`config.mk`:
```
export PLATFORM = sky130hd
export DESIGN_NAME = vga_vram_arbiter
export DESIGN_NICKNAME = d
export VERILOG_FILES = /design/src/rtl/vga_vram_arbiter.sv
export SDC_FILE = /design/constraint.sdc
export NUM_CORES = 1
export LEC_CHECK = 0
export ABC_AREA = 1
export CORE_UTILIZATION = 49
export CTS_BUF_LIST = sky130_fd_sc_hd__clkbuf_4 sky130_fd_sc_hd__clkbuf_8 sky130_fd_sc_hd__clkbuf_16
export CTS_CLUSTER_DIAMETER = 100
export DETAILED_ROUTE_END_ITERATION = 8
export HOLD_SLACK_MARGIN = 0.03
export MAX_ROUTING_LAYER = met4
export PLACE_DENSITY = 0.84
export SLEW_MARGIN = 20
export SYNTH_ARGS = -nofsm -noshare
export SYNTH_HDL_FRONTEND = slang
export SYNTH_SLANG_ARGS = --single-unit
```
`constraint.sdc`:
```
create_clock -name clk -period 4 [get_ports clk]
set_input_delay 0.6 -clock clk [delete_from_list [all_inputs] [get_ports clk]]
set_output_delay 0.6 -clock clk [all_outputs]
set_load 0.05 [all_outputs]
```
`src/rtl/vga_vram_arbiter.sv`:
```
// Video RAM arbiter for the 32x32 16-colour display: fixed scanout fetch slots,
// CPU req/ack access in the remaining cycles, and palette lookup to 15-bit rgb.
module vga_vram_arbiter #(
  parameter int H_START = 64,
  parameter int CELL_H  = 15
) (
  input  logic        clk,
  input  logic        reset,
  input  logic [9:0]  hpos,
  input  logic [9:0]  vpos,
  input  logic        display_on,
  input  logic        cpu_req,
  input  logic        cpu_we,
  input  logic [9:0]  cpu_addr,
  input  logic [3:0]  cpu_wdata,
  output logic [3:0]  cpu_rdata,
  output logic        cpu_ack,
  output logic [9:0]  ram_addr,
  output logic        ram_we,
  output logic [3:0]  ram_wdata,
  input  logic [3:0]  ram_rdata,
  output logic [14:0] rgb
);

  localparam int SUB_W = (CELL_H > 1) ? $clog2(CELL_H) : 1;
  localparam logic [SUB_W-1:0] SUB_LAST = SUB_W'(CELL_H - 1);
  localparam logic [9:0] SLOT_FIRST = 10'(H_START - 2);
  localparam logic [9:0] SLOT_LAST  = 10'(H_START + 494);
  localparam logic [9:0] VIS_FIRST  = 10'(H_START);
  localparam logic [9:0] VIS_END    = 10'(H_START + 512);
  localparam logic [9:0] LINE_LAST  = 10'd639;
  localparam logic [9:0] V_ACTIVE   = 10'd480;

  typedef enum logic [1:0] {S_IDLE, S_WAIT, S_ACK} state_t;

  state_t           state, state_next;
  logic [SUB_W-1:0] subrow;
  logic [4:0]       row;
  logic [4:0]       slot_col;
  logic             in_frame, video_slot, grant;
  logic             slot_d, we_q;
  logic [9:0]       addr_q;
  logic [3:0]       wdata_q;
  logic [3:0]       color;

  function automatic logic [14:0] palette(input logic [3:0] idx);
    case (idx)
      4'd0:    palette = {5'd0,  5'd0,  5'd0};
      4'd1:    palette = {5'd31, 5'd31, 5'd31};
      4'd2:    palette = {5'd5,  5'd6,  5'd17};
      4'd3:    palette = {5'd25, 5'd24, 5'd13};
      4'd4:    palette = {5'd20, 5'd7,  5'd17};
      4'd5:    palette = {5'd8,  5'd21, 5'd11};
      4'd6:    palette = {5'd19, 5'd4,  5'd6};
      4'd7:    palette = {5'd14, 5'd25, 5'd23};
      4'd8:    palette = {5'd4,  5'd10, 5'd17};
      4'd9:    palette = {5'd0,  5'd7,  5'd10};
      4'd10:   palette = {5'd12, 5'd13, 5'd23};
      4'd11:   palette = {5'd9,  5'd9,  5'd9};
      4'd12:   palette = {5'd15, 5'd15, 5'd15};
      4'd13:   palette = {5'd17, 5'd31, 5'd19};
      4'd14:   palette = {5'd27, 5'd12, 5'd13};
      default: palette = {5'd21, 5'd21, 5'd21};
    endcase
  endfunction

  // Reset gates the slot and grant decodes so the RAM port goes quiet at once.
  assign in_frame   = (vpos < V_ACTIVE);
  assign video_slot = !reset && in_frame && (hpos[3:0] == 4'd14) &&
                      (hpos >= SLOT_FIRST) && (hpos <= SLOT_LAST);
  assign slot_col   = 5'((hpos - SLOT_FIRST) >> 4);
  assign grant      = !reset && (state == S_IDLE) && cpu_req && !video_slot;

  assign ram_addr  = video_slot ? {row, slot_col} : (grant ? cpu_addr : addr_q);
  assign ram_we    = grant && cpu_we;
  assign ram_wdata = grant ? cpu_wdata : wdata_q;

  always_comb begin
    state_next = state;
    cpu_ack    = 1'b0;
    case (state)
      S_IDLE: if (grant) state_next = S_WAIT;
      S_WAIT: state_next = S_ACK;
      S_ACK: begin
        cpu_ack    = 1'b1;
        state_next = S_IDLE;
      end
      default: state_next = S_IDLE;
    endcase
  end

  always_ff @(posedge clk or posedge reset) begin
    if (reset) begin
      state     <= S_IDLE;
      we_q      <= 1'b0;
      cpu_rdata <= 4'd0;
      addr_q    <= 10'd0;
      wdata_q   <= 4'd0;
    end else begin
      state   <= state_next;
      addr_q  <= ram_addr;
      wdata_q <= ram_wdata;
      if (grant) we_q <= cpu_we;
      if (state == S_WAIT && !we_q) cpu_rdata <= ram_rdata;
    end
  end

  // Fetch data returns one cycle after the slot; latch it on the following edge.
  always_ff @(posedge clk or posedge reset) begin
    if (reset) begin
      slot_d <= 1'b0;
      color  <= 4'd0;
    end else begin
      slot_d <= video_slot;
      if (slot_d) color <= ram_rdata;
    end
  end

  always_ff @(posedge clk or posedge reset) begin
    if (reset) begin
      subrow <= '0;
      row    <= 5'd0;
    end else if (!in_frame) begin
      subrow <= '0;
      row    <= 5'd0;
    end else if (hpos == LINE_LAST) begin
      if (subrow == SUB_LAST) begin
        subrow <= '0;
        row    <= row + 5'd1;
      end else begin
        subrow <= subrow + 1'b1;
      end
    end
  end

  assign rgb = (display_on && in_frame && hpos >= VIS_FIRST && hpos < VIS_END) ?
               palette(color) : 15'd0;

endmodule

```
==> results.cfg <==
[critical_path]
required_ns = 3.40
cp-start-kind = primary input
path_class = primary input to primary output
cp-end-kind = primary output
arrival_ns = 2.98
critPathMaxFanout = 15

[timing]
hold_violations = 0
timing.fmax_mhz = 279
rsz0062_at_grt = false
worstMarginPinSlew_ns = 0.587
finalSetupViolations = 0
skew_ns = 0.00488
setup_ws_ns = 0.415
post-route-period-util_pct = 89.6
slew_viol_final = 0
min_period_ns = 3.58
fin_tns_setup_ns = 0
maxSlewHeadroom_pct = 60.8
holdWs_ns = 0.472

[synthesis]
synthArstFlopShare_pct = 100
synth_warnings = 0
synth_edf_count = 0
syn_inst = 304
syn_nets = 358
ys.flop_type = dfrtp_1
yosysMostFrequentCell = nand2_1
yosysSeqAreaShare_pct = 38.4
yosys-top-cells-count = nand2_1 (96), dfrtp_1 (35), nor2_1 (32)
ys_ff_latch = 35
synthTopCellsByArea = dfrtp_1 (38%), nand2_1 (16%), ha_1 (6.0%)
mappedNetlistArea_um2 = 2280
synth.top_cell.area_share_pct = 38.4
synth_area_per_cell_um2 = 7.49
synth.distinct_cells = 29
synth_top_area_cell = dfrtp_1

[grt]
antenna_found_initial = 0
grt_pass1_vias = 2099
grt_usage_pct = 24.4
overflow = 0
grt_pass1_wl_um = 9260
grt_max_degree = 31

[job]
max_cap_viol_count = 0

[power_and_ir_drop]
p_sw_share_pct = 41.6
p_per_area_nw_per_um2 = 428
power.switching_uw = 574
leakage_nw = 1.61
p_seq_share_pct = 33.2
clock_power_share_pct = 18.9
ir_worst_vdd_mv = 0.307
p_int_uw = 805
comb_power_share_pct = 47.9

[cts]
holdBufCountCts = 0
cts_tree = done
clockBufferDepth = 2
worstSkewPairLatency_ns = 0.29
numCtsBuffers = 5
cts_sinks = 35
path_clk_slew_ns = 0.07
cts_resized = 0
cts-root-buf = clkbuf_8
cts_htree_levels = 2
cts_setup_buffers = 0

[place]
gp_congestion = 0.840
place_worst_setup_slack_ns = 0.427
placed_cell_area_um2 = 3130
dpl.hpwl_um = 4200
port_buffers = 72

[die]
dieArea_um2 = 4930
fp.dieW_um = 70.2
start_util_pct = 51.6
pin_count = 78
core-area_um2 = 4410
row_count = 24
fp.dieH_um = 70.2

[run_status]
status = finished, final reports clean

[layout]
final_area_um2 = 3220
fillers = 350
fin_nets = 432
utilization_pct = 73.0
diodes = 0
synthToLayoutAreaGrowth_pct = 41.4
layout-drive-gt1-share_pct = 15.0

[route]
via_per_inst = 5.15
drtIter0Drc = 174
wl_per_cell_um = 12.9
drt_pass1_iterations = 4
vias = 2218
drc = 0
postRouteWirelength_um = 5550
postRouteAntennaNets = 0

[min_path]
hp-class = flop to flop
-- through the flow --
step | cells | total power, mW
6_report | 431 | 1.38
2_1_floorplan | 304 | 0.875
3_5_place_dp | 423 | 1.12
5_1_grt | 431 | 1.46
4_1_cts | 431 | 1.39
3_3_place_gp | 423 | 1.11
-- sequential cells by signal, indices dropped and copies added (netlist names) --
register,flops
addr_q,10
state,2
subrow,4
color,4
we_q,1
cpu_rdata,4
row,5
slot_d,1
wdata_q,4
-- area by class of cell --
| class | instances | area, um2 | area share, % |
|---|---|---|---|
| Timing Repair Buffer | 74 | 836 | 25.9 |
| Multi-Input combinational cell | 233 | 1250 | 38.7 |
| Clock inverter | 1 | 5.00 | 0.155 |
| Inverter | 29 | 109 | 3.38 |
| Tap cell | 52 | 65.1 | 2.02 |
| Clock buffer | 7 | 83.8 | 2.60 |
| Sequential cell | 35 | 876 | 27.2 |
-- power groups by stage --
stage | combinational (mW) | clock, mW | sequential [mW]
detailed placement | 0.658 | 0 | 0.465
floorplan | 0.376 | 0 | 0.499
global route | 0.707 | 0.281 | 0.469
global placement | 0.644 | 0 | 0.462
CTS | 0.661 | 0.266 | 0.458
finish | 0.660 | 0.261 | 0.459
-- routing by layer --
layer | up-vias | track usage (%) | wire length, um | share of wire (%)
met5 | - | - | 0 | 0
met2 | 63 | 41.2 | 2870 | 52
met3 | 6 | 4.91 | 228 | 4.1
met1 | 1036 | 29.0 | 2400 | 43
met4 | 0 | 8.67 | 51 | 0.92
li1 | 1113 | - | - | -
-- placed cells by master (no fill, tap or decap), drive strengths merged, types with 10 or more instances in the layout --
cell           synthesis  layout
nand2                101     101
buf                    6      17
inv                   29      29
ha                    11      11
o21ai                 20      20
dfrtp                 35      35
nand3                 20      20
nor2                  40      40
a21oi                 12      12
nor3                  10      10
clkdlybuf4s50          0      57
-- path summary, 6_finish.rpt --
check	endpoint	slack [ns]	depth (start not counted)	start
setup / recovery	rgb[8]	0.42	7	hpos[6]
hold / removal	state[1]	0.47	1	state[1]
setup reg to reg	addr_q[3]	2.16	8	state[1]
hold reg to reg	state[1]	0.47	1	state[1]
max in group asynchronous	row[1]	2.77	3	reset
min in group asynchronous	wdata_q[3]	0.55	2	reset
-- cell families after synthesis --
group | Yosys count | share of synthesized area (%)
adders and majority gates | 11 | 6.04
xor gates and xnor gates | 7 | 2.69
AOI/OAI and AO/OA | 35 | 8.29
and+or+nand+nor | 176 | 35.7
buffers and inverters | 36 | 6.81
muxes | 4 | 1.98
DFF | 35 | 38.4
-- critical path, stage by stage --
cell	delay [ns]
clkdlybuf4s50_1	0.53
nor2_4	0.22
inv_2	0.05
o21ai_2	0.11
nand4_2	0.33
nor3_1	0.29
clkdlybuf4s50_1	0.85
No activity file was read; power rests on OpenSTA's default activity.
